File: src/rtl/vga_pkg.sv
// Shared types and constants for the VGA timing generator/detector pair.
package vga_pkg;

    typedef enum logic [1:0] {
        SEARCH  = 2'd0,
        MEASURE = 2'd1,
        LOCKED  = 2'd2
    } det_state_t;

    localparam logic POL_NEG = 1'b0;
    localparam logic POL_POS = 1'b1;

    // 800x600@60 reference geometry
    localparam int H800_TOTAL  = 1056;
    localparam int H800_ACTIVE = 800;
    localparam int H800_SYNC   = 128;
    localparam int V600_TOTAL  = 628;
    localparam int V600_ACTIVE = 600;
    localparam int V600_SYNC   = 4;

endpackage

File: src/rtl/vga_sync_edge.sv
// Normalises one sync/enable input to active-high, registers it once and
// flags rising/falling edges of the normalised level.
module vga_sync_edge #(
    parameter logic POL = 1'b1
) (
    input  logic clk,
    input  logic rst,
    input  logic sig_in,
    output logic act,
    output logic rise,
    output logic fall
);

    logic act_q;
    logic act_d;

    always_comb begin
        act_d = (sig_in == POL);
    end

    always_ff @(posedge clk) begin
        if (rst) begin
            act_q <= 1'b0;
        end else begin
            act_q <= act_d;
        end
    end

    assign act  = act_d;
    assign rise = act_d & ~act_q;
    assign fall = ~act_d & act_q;

endmodule

File: src/rtl/vga_timing_detector.sv
// Receive-side VGA timing measurement: line/frame geometry, pixel coordinate
// recovery and lock qualification for a hsync/vsync/de source.
module vga_timing_detector
    import vga_pkg::*;
#(
    parameter int WIDTH       = 12,
    parameter int HSPP        = 1,
    parameter int VSPP        = 1,
    parameter int LOCK_FRAMES = 2
) (
    input  logic             clk,
    input  logic             rst,
    input  logic             hsync,
    input  logic             vsync,
    input  logic             de,
    output logic             pix_valid,
    output logic [WIDTH-1:0] pix_x,
    output logic [WIDTH-1:0] pix_y,
    output logic [WIDTH-1:0] htotal,
    output logic [WIDTH-1:0] hactive,
    output logic [WIDTH-1:0] hsw,
    output logic [WIDTH-1:0] vtotal,
    output logic [WIDTH-1:0] vactive,
    output logic [WIDTH-1:0] vsw,
    output logic             frame_start,
    output logic             locked,
    output logic             timing_change
);

    typedef struct packed {
        logic [WIDTH-1:0] ht;
        logic [WIDTH-1:0] ha;
        logic [WIDTH-1:0] hw;
        logic [WIDTH-1:0] vt;
        logic [WIDTH-1:0] va;
        logic [WIDTH-1:0] vw;
    } meas_t;

    localparam logic [WIDTH-1:0] ONES = '1;
    localparam logic [WIDTH-1:0] ONE  = WIDTH'(1);
    localparam logic [2:0]       POLS = {POL_POS, (VSPP != 0), (HSPP != 0)};

    function automatic logic [WIDTH-1:0] sat_inc(input logic [WIDTH-1:0] v);
        return (v == ONES) ? v : v + ONE;
    endfunction

    logic [2:0] raw_in, act, rise, fall;
    assign raw_in = {de, vsync, hsync};

    generate
        for (genvar gi = 0; gi < 3; gi++) begin : g_edge
            vga_sync_edge #(.POL(POLS[gi])) u_edge (
                .clk    (clk),
                .rst    (rst),
                .sig_in (raw_in[gi]),
                .act    (act[gi]),
                .rise   (rise[gi]),
                .fall   (fall[gi])
            );
        end
    endgenerate

    logic hs_a, vs_a, de_a, hs_rise, vs_rise, de_rise, hs_fall, de_fall;
    logic unused_vs_fall;
    assign hs_a    = act[0];
    assign vs_a    = act[1];
    assign de_a    = act[2];
    assign hs_rise = rise[0];
    assign vs_rise = rise[1];
    assign de_rise = rise[2];
    assign hs_fall = fall[0];
    assign de_fall = fall[2];
    assign unused_vs_fall = fall[1];

    logic [WIDTH-1:0] hper_q, hper_d, line_len_q, line_len_d;
    logic [WIDTH-1:0] de_cnt_q, de_cnt_d, line_act_q, line_act_d;
    logic [WIDTH-1:0] hs_cnt_q, hs_cnt_d, line_sw_q, line_sw_d;
    logic [WIDTH-1:0] lines_q, lines_d, act_lines_q, act_lines_d, vs_lines_q, vs_lines_d;
    logic [WIDTH-1:0] pix_x_q, pix_x_d, pix_y_q, pix_y_d;
    logic             pix_valid_q, pix_valid_d, frame_start_q, frame_start_d;
    logic             locked_q, locked_d, timing_change_q, timing_change_d;
    logic             ref_valid_q, ref_valid_d;
    logic [3:0]       match_cnt_q, match_cnt_d, match_inc;
    meas_t            meas_q, meas_d, ref_q, ref_d, meas_new;
    det_state_t       state_q, state_d;

    always_comb begin
        hper_d          = hs_rise ? '0 : sat_inc(hper_q);
        line_len_d      = line_len_q;
        de_cnt_d        = de_cnt_q;
        line_act_d      = line_act_q;
        hs_cnt_d        = hs_cnt_q;
        line_sw_d       = line_sw_q;
        lines_d         = hs_rise ? sat_inc(lines_q) : lines_q;
        act_lines_d     = de_fall ? sat_inc(act_lines_q) : act_lines_q;
        vs_lines_d      = (hs_rise && vs_a) ? sat_inc(vs_lines_q) : vs_lines_q;
        pix_valid_d     = de_a;
        pix_x_d         = pix_x_q;
        pix_y_d         = pix_y_q;
        frame_start_d   = vs_rise;
        meas_d          = meas_q;
        ref_d           = ref_q;
        ref_valid_d     = ref_valid_q;
        match_cnt_d     = match_cnt_q;
        match_inc       = match_cnt_q + 4'd1;
        state_d         = state_q;
        timing_change_d = 1'b0;

        if (hs_rise) begin
            line_len_d = sat_inc(hper_q);
            if (de_cnt_q != '0) begin
                line_act_d = de_cnt_q;
            end
            de_cnt_d = '0;
        end else if (de_a) begin
            de_cnt_d = sat_inc(de_cnt_q);
        end

        if (hs_fall) begin
            line_sw_d = hs_cnt_q;
            hs_cnt_d  = '0;
        end else if (hs_a) begin
            hs_cnt_d = sat_inc(hs_cnt_q);
        end

        // A de fall coinciding with vs rise closes the old frame; a
        // coinciding hs rise opens the new one.
        meas_new = '{ht: line_len_q, ha: line_act_q, hw: line_sw_q,
                     vt: lines_q, va: act_lines_d, vw: vs_lines_q};

        if (vs_rise) begin
            meas_d      = meas_new;
            lines_d     = hs_rise ? ONE : '0;
            act_lines_d = '0;
            vs_lines_d  = hs_rise ? ONE : '0;
        end

        if (de_a) begin
            pix_x_d = de_rise ? '0 : sat_inc(pix_x_q);
            pix_y_d = vs_rise ? '0 : act_lines_q;
        end

        if (vs_rise) begin
            unique case (state_q)
                SEARCH: begin
                    state_d     = MEASURE;
                    ref_valid_d = 1'b0;
                    match_cnt_d = '0;
                end
                MEASURE: begin
                    if (!ref_valid_q) begin
                        ref_d       = meas_new;
                        ref_valid_d = 1'b1;
                    end else if (meas_new == ref_q) begin
                        match_cnt_d = match_inc;
                        if (match_inc == 4'(LOCK_FRAMES)) begin
                            state_d = LOCKED;
                        end
                    end else begin
                        ref_d       = meas_new;
                        match_cnt_d = '0;
                    end
                end
                LOCKED: begin
                    if (meas_new != ref_q) begin
                        state_d         = SEARCH;
                        timing_change_d = 1'b1;
                        ref_valid_d     = 1'b0;
                        match_cnt_d     = '0;
                    end
                end
                default: state_d = SEARCH;
            endcase
        end

        // Loss of signal: a stalled line or frame counter drops lock silently.
        if (hper_q == ONES || lines_q == ONES) begin
            state_d         = SEARCH;
            ref_valid_d     = 1'b0;
            match_cnt_d     = '0;
            timing_change_d = 1'b0;
        end

        locked_d = (state_d == LOCKED);
    end

    always_ff @(posedge clk) begin
        if (rst) begin
            hper_q          <= '0;
            line_len_q      <= '0;
            de_cnt_q        <= '0;
            line_act_q      <= '0;
            hs_cnt_q        <= '0;
            line_sw_q       <= '0;
            lines_q         <= '0;
            act_lines_q     <= '0;
            vs_lines_q      <= '0;
            pix_valid_q     <= 1'b0;
            pix_x_q         <= '0;
            pix_y_q         <= '0;
            frame_start_q   <= 1'b0;
            meas_q          <= '0;
            ref_q           <= '0;
            ref_valid_q     <= 1'b0;
            match_cnt_q     <= '0;
            state_q         <= SEARCH;
            locked_q        <= 1'b0;
            timing_change_q <= 1'b0;
        end else begin
            hper_q          <= hper_d;
            line_len_q      <= line_len_d;
            de_cnt_q        <= de_cnt_d;
            line_act_q      <= line_act_d;
            hs_cnt_q        <= hs_cnt_d;
            line_sw_q       <= line_sw_d;
            lines_q         <= lines_d;
            act_lines_q     <= act_lines_d;
            vs_lines_q      <= vs_lines_d;
            pix_valid_q     <= pix_valid_d;
            pix_x_q         <= pix_x_d;
            pix_y_q         <= pix_y_d;
            frame_start_q   <= frame_start_d;
            meas_q          <= meas_d;
            ref_q           <= ref_d;
            ref_valid_q     <= ref_valid_d;
            match_cnt_q     <= match_cnt_d;
            state_q         <= state_d;
            locked_q        <= locked_d;
            timing_change_q <= timing_change_d;
        end
    end

    assign pix_valid     = pix_valid_q;
    assign pix_x         = pix_x_q;
    assign pix_y         = pix_y_q;
    assign htotal        = meas_q.ht;
    assign hactive       = meas_q.ha;
    assign hsw           = meas_q.hw;
    assign vtotal        = meas_q.vt;
    assign vactive       = meas_q.va;
    assign vsw           = meas_q.vw;
    assign frame_start   = frame_start_q;
    assign locked        = locked_q;
    assign timing_change = timing_change_q;

endmodule

File: config.mk
export PLATFORM = sky130hd
export DESIGN_NAME = vga_timing_detector
export DESIGN_NICKNAME = d
export VERILOG_FILES = /design/src/rtl/vga_pkg.sv /design/src/rtl/vga_sync_edge.sv /design/src/rtl/vga_timing_detector.sv
export SDC_FILE = /design/constraint.sdc
export NUM_CORES = 1
export LEC_CHECK = 0
export ABC_AREA = 1
export BUFFER_PORTS_ARGS = -buffer_cell sky130_fd_sc_hd__buf_2
export CORE_ASPECT_RATIO = 1.25
export CORE_MARGIN = 2
export CORE_UTILIZATION = 54
export CTS_CLUSTER_DIAMETER = 150
export DETAILED_ROUTE_END_ITERATION = 12
export GPL_TIMING_DRIVEN = 0
export PLACE_DENSITY_LB_ADDON = 0.1
export SLEW_MARGIN = 20
export SYNTH_ARGS = -nofsm -noshare
export SYNTH_HDL_FRONTEND = slang
export SYNTH_SLANG_ARGS = --single-unit
File: constraint.sdc
create_clock -name clk -period 2.37 [get_ports clk]
set_clock_uncertainty 0.1 [all_clocks]
set_input_delay 0.1185 -clock clk [delete_from_list [all_inputs] [get_ports clk]]
set_output_delay 0.1185 -clock clk [all_outputs]
set_load 0.005 [all_outputs]
==> flow_results.org <==
** Run status
- Result of the run :: finished with violations
- Failing checks :: negative setup slack

** Global route
- Overall routing resource usage :: 0.282
- Met2 Usage GRT :: 0.515
- Via count of the first global-routing pass :: between 10,000 and 15,000
- Wire length of the first global-routing pass :: 56,100 um
- Met3 usage :: 0.0310
- met2 is the most crowded layer.
- For met1 alone, demand over resource in global routing was 0.337.
- Pin count of the biggest net entering global routing :: 15
- The initial antenna violation count came to 1.
- Remaining global-route overflow :: 0

** Place
- Gpl congestion :: ~0.95
- Port Buf Inserts :: 104
- Post-DP HPWL :: about 25,000 um
- Area after detailed placement :: 13,500 um^2

** Routing
- The routed design has 36,600 um of wire.
- The first TritonRoute pass finished after 7 iterations.
- In this run the remaining antenna-violating nets after routing total 0.
- Iteration-0 DRC Markers :: 698
- After detailed routing, the average wire length per cell comes to 16.5 um.
- Count of unresolved DRC violations after routing :: 0
- The final route contains 12,049 vias.
- Using the TritonRoute via totals, the vias-per-cell ratio works out to 5.43.

** Logic synthesis
- After synthesis, the cell types taking the most area are sky130_fd_sc_hd__dfxtp_1 46%, sky130_fd_sc_hd__nand2_1 12%, sky130_fd_sc_hd__o21ai_0 5.7%.
- For this run, asynchronously set or reset flops after synthesis account for 0.
- Fraction of the yosys area taken by sequential cells :: 0.459
- In the synthesized netlist the dominant register cell turns out to be sky130_fd_sc_hd__dfxtp_1.
- Cell type with the highest aggregate area in the netlist :: sky130_fd_sc_hd__dfxtp_1
- Of the total synthesized cell area, the portion taken by AND, OR, NAND and NOR gates is 0.275.
- Number of distinct library cells after synthesis :: 38
- Average size of a mapped cell :: about 7.3 um^2
- Yosys mapped a number of flops with a built-in enable equal to 0.
- After synthesis, the most frequently instantiated cells are 413 x sky130_fd_sc_hd__nand2_1, 289 x sky130_fd_sc_hd__dfxtp_1, 189 x sky130_fd_sc_hd__inv_1.
- Number of register bits inferred by synthesis :: around 290
- Gate count after technology mapping :: 1,731
- Total nets after synthesis :: about 1,700
- For this run, the number of Yosys warnings is 0.
- Parity-gate share of the synthesized area counting xor and xnor cells :: 0.0417
- After synthesis, the share of cell area in mux cells is 0.000794.
- After synthesis, the largest family of logic cells by area is simple AND/OR/NAND/NOR gates.
- Fraction of the mapped netlist area in compound gates :: 0.129
- Of the total synthesized cell area, the portion taken by full adders, half adders and majority gates is 0.00993.
- The cell area that synthesis handed to floorplanning was 12,600 um^2.
- Count leader, synth :: sky130_fd_sc_hd__nand2_1
- Fraction of synthesized cell area taken by the top area cell type :: 0.459

** Worst setup path
- Startpoint type of the worst setup path :: flop
- Endpoint kind of the worst setup timing path :: flop
- The critical path is of the reg2reg type.
- Data on the critical path is required at its endpoint by ~2.7 ns.
- CP Data Arrival Time :: around 3.0 ns
- Maximum fanout encountered on the critical timing path :: 7

** Layout
- At the end of the flow, the number of nets in the layout was 1,924.
- The number of antenna diodes in the final layout is 0.
- Final design area excluding fillers :: roughly 16,000 um^2
- Relative area change from synthesis to final layout :: 25.2%
- Layout cells sized above 1 :: 0.223

** Pwr
- Summing internal, switching and leakage power gives 10.9 mW.
- Static Leak :: 6.46 nW
- Power per unit of standard cell area :: 692 nW/um^2
- Maximum vdd drop :: 0.578 mV

** STA
- Counting I/O delays and the setup requirement, the final critical path takes 2.69 ns.
- Setup repair after global routing could not meet its margin everywhere.
- For the pin with the worst max-slew slack, the measured transition is around 0.94 ns.
- Final worst-path setup slack :: -0.316 ns
- Count of endpoints failing hold in the final timing report :: 0
- In this run the tightest slew margin relative to its limit is 0.373.
- For this run, the top clock speed supported by timing is 372 MHz.
- Post-route setup TNS :: -19.55 ns
- In the finished design, the share of the clock period the worst path needs comes to 1.13.
- Final number of setup-violating endpoints :: roughly 80
- The final count of pins violating max slew came to 0.

** Clock tree
- CTS tree :: done
- Count of H-tree levels built during CTS :: 1
- CTS clock-pin slew for the worst setup and hold paths :: 0.06 ns
- Sinks on Clock Net :: between 200 and 300
- Clock network latency to the later pin of the worst-skew pair :: 0.55 ns
- Root Buffer :: sky130_fd_sc_hd__clkbuf_16
- Maximum count of clock buffers along a single path :: 3
- In this run, CTS created clock tree buffers numbering 28.

** Hold path
- The min-delay analysis places its worst path in the category in2reg.

** Floorplanning
- Full die area :: 24,600 um^2
- Starting density of the core :: 0.549
- The core region is 23,000 um^2.
- Pin placement for this block handled between 100 and 150 I/O pins.
- The die is 175 um tall.
- Width of the die :: about 140 um
- After floorplanning, the core was divided into 62 placement rows.

** Flow run
- Across the run, the number of max-cap violations was 0.
[registers in the layout (all words and copies together) (netlist names), 2 cells and up]
register             cells
vsw                     12
line_sw_q               12
state_q                  2
hactive                 12
hs_cnt_q                12
hsw                     12
act_lines_q             12
vs_lines_q              12
de_cnt_q                12
pix_y                   12
pix_x                   12
hper_q                  12
line_len_q              12
line_act_q              12
vtotal                  12
match_cnt_q              4
ref_q                   72
htotal                  12
vactive                 12
g_edge.u_edge.act_q      3
lines_q                 12
[cell type report]
cell class	instances	area, um^2
fillers	1955	7180
multi-input cells	1182	6400
flip-flops and latches	289	5810
repair buffers	150	1010
clock buffers	41	871
inverters	196	739
plain buffers	62	385
well taps	288	360
clock inverters	11	205
[worst max-delay path, stage by stage (launching register included)]
cell                        delay [ns]
sky130_fd_sc_hd__dfxtp_4          0.38
sky130_fd_sc_hd__ha_4             0.17
sky130_fd_sc_hd__nand2_4          0.07
sky130_fd_sc_hd__nor2_4           0.11
sky130_fd_sc_hd__nand3_4          0.16
sky130_fd_sc_hd__buf_6            0.18
sky130_fd_sc_hd__nand3_1          0.11
sky130_fd_sc_hd__nand3_1          0.12
sky130_fd_sc_hd__nand2_2          0.09
sky130_fd_sc_hd__nand2_1          0.06
sky130_fd_sc_hd__nor2_2           0.11
sky130_fd_sc_hd__nand2_2          0.09
sky130_fd_sc_hd__nor2_4           0.18
sky130_fd_sc_hd__nand2_8          0.13
sky130_fd_sc_hd__nand2_8          0.18
sky130_fd_sc_hd__clkbuf_16        0.17
sky130_fd_sc_hd__nand2_1          0.05
sky130_fd_sc_hd__a21oi_1          0.13
[power breakdown]
| part | total, mW | internal, mW | switching, mW |
|---|---|---|---|
| combinational | 0.806 | 0.259 | 0.547 |
| clock | 5.11 | 3.19 | 1.92 |
| sequential | 5.01 | 4.94 | 0.0765 |
| total | 10.9 | 8.38 | 2.55 |
[routing by layer]
layer  part of all wire  vias up
li1                   -     5955
met1               0.40     5609
met2               0.50      373
met3              0.055      112
met4              0.044        0
met5                  0        -
[kinds of logic after synthesis]
| logic type | count (synthesis) |
|---|---|
| buffers and inverters | 262 |
| and+or+nand+nor | 799 |
| muxes | 1 |
| AOI/OAI and AO/OA | 310 |
| DFF | 289 |
| adders and majority gates | 10 |
| xor gates and xnor gates | 60 |
[cell usage in the layout (no fill, tap or decap), types with 12 or more instances in the layout]
cell type,instances
sky130_fd_sc_hd__a21oi_1,93
sky130_fd_sc_hd__a21oi_2,51
sky130_fd_sc_hd__buf_2,109
sky130_fd_sc_hd__buf_4,32
sky130_fd_sc_hd__clkbuf_1,34
sky130_fd_sc_hd__clkbuf_16,33
sky130_fd_sc_hd__dfxtp_1,274
sky130_fd_sc_hd__dfxtp_2,12
sky130_fd_sc_hd__inv_1,182
sky130_fd_sc_hd__nand2_1,353
sky130_fd_sc_hd__nand2_2,53
sky130_fd_sc_hd__nand2_4,22
sky130_fd_sc_hd__nand3_1,130
sky130_fd_sc_hd__nand4_1,23
sky130_fd_sc_hd__nor2_1,127
sky130_fd_sc_hd__nor2_2,19
sky130_fd_sc_hd__nor2_4,13
sky130_fd_sc_hd__nor3_1,21
sky130_fd_sc_hd__o21ai_0,141
sky130_fd_sc_hd__o22ai_1,12
sky130_fd_sc_hd__xnor2_1,29
sky130_fd_sc_hd__xor2_1,31
[final timing paths]
check	start	endpoint	slack, ns	cells past startpoint
max	act_lines_q[0]	ref_q[71]	-0.32	17
min	vsync	timing_change	0.11	5
max reg2reg	act_lines_q[0]	ref_q[71]	-0.32	17
min reg2reg	hsw[1]	hsw[1]	0.35	2
[what timing repair did]
item | CTS | global route
resized for setup | 66 | 172
cloned | 4 | 4
endpoints found under the hold margin | 11 | 0
setup buffers | 20 | 14
endpoints found under the setup margin | 175 | 150
hold buffers | 6 | 0
pin swaps | 17 | 39
[through the flow]
stage	cells	util	hold WS, ns	worst slack, ns
5_1_grt	2219	0.687	0.0920	-0.462
2_1_floorplan	1731	-	0.148	0.00488
3_5_place_dp	2123	0.587	0.339	-1.03
3_3_place_gp	2123	0.587	0.334	-0.918
4_1_cts	2203	0.654	0.0923	-0.212
6_report	2219	0.687	0.111	-0.316
Note: power is estimated with default switching activity, not from simulation.
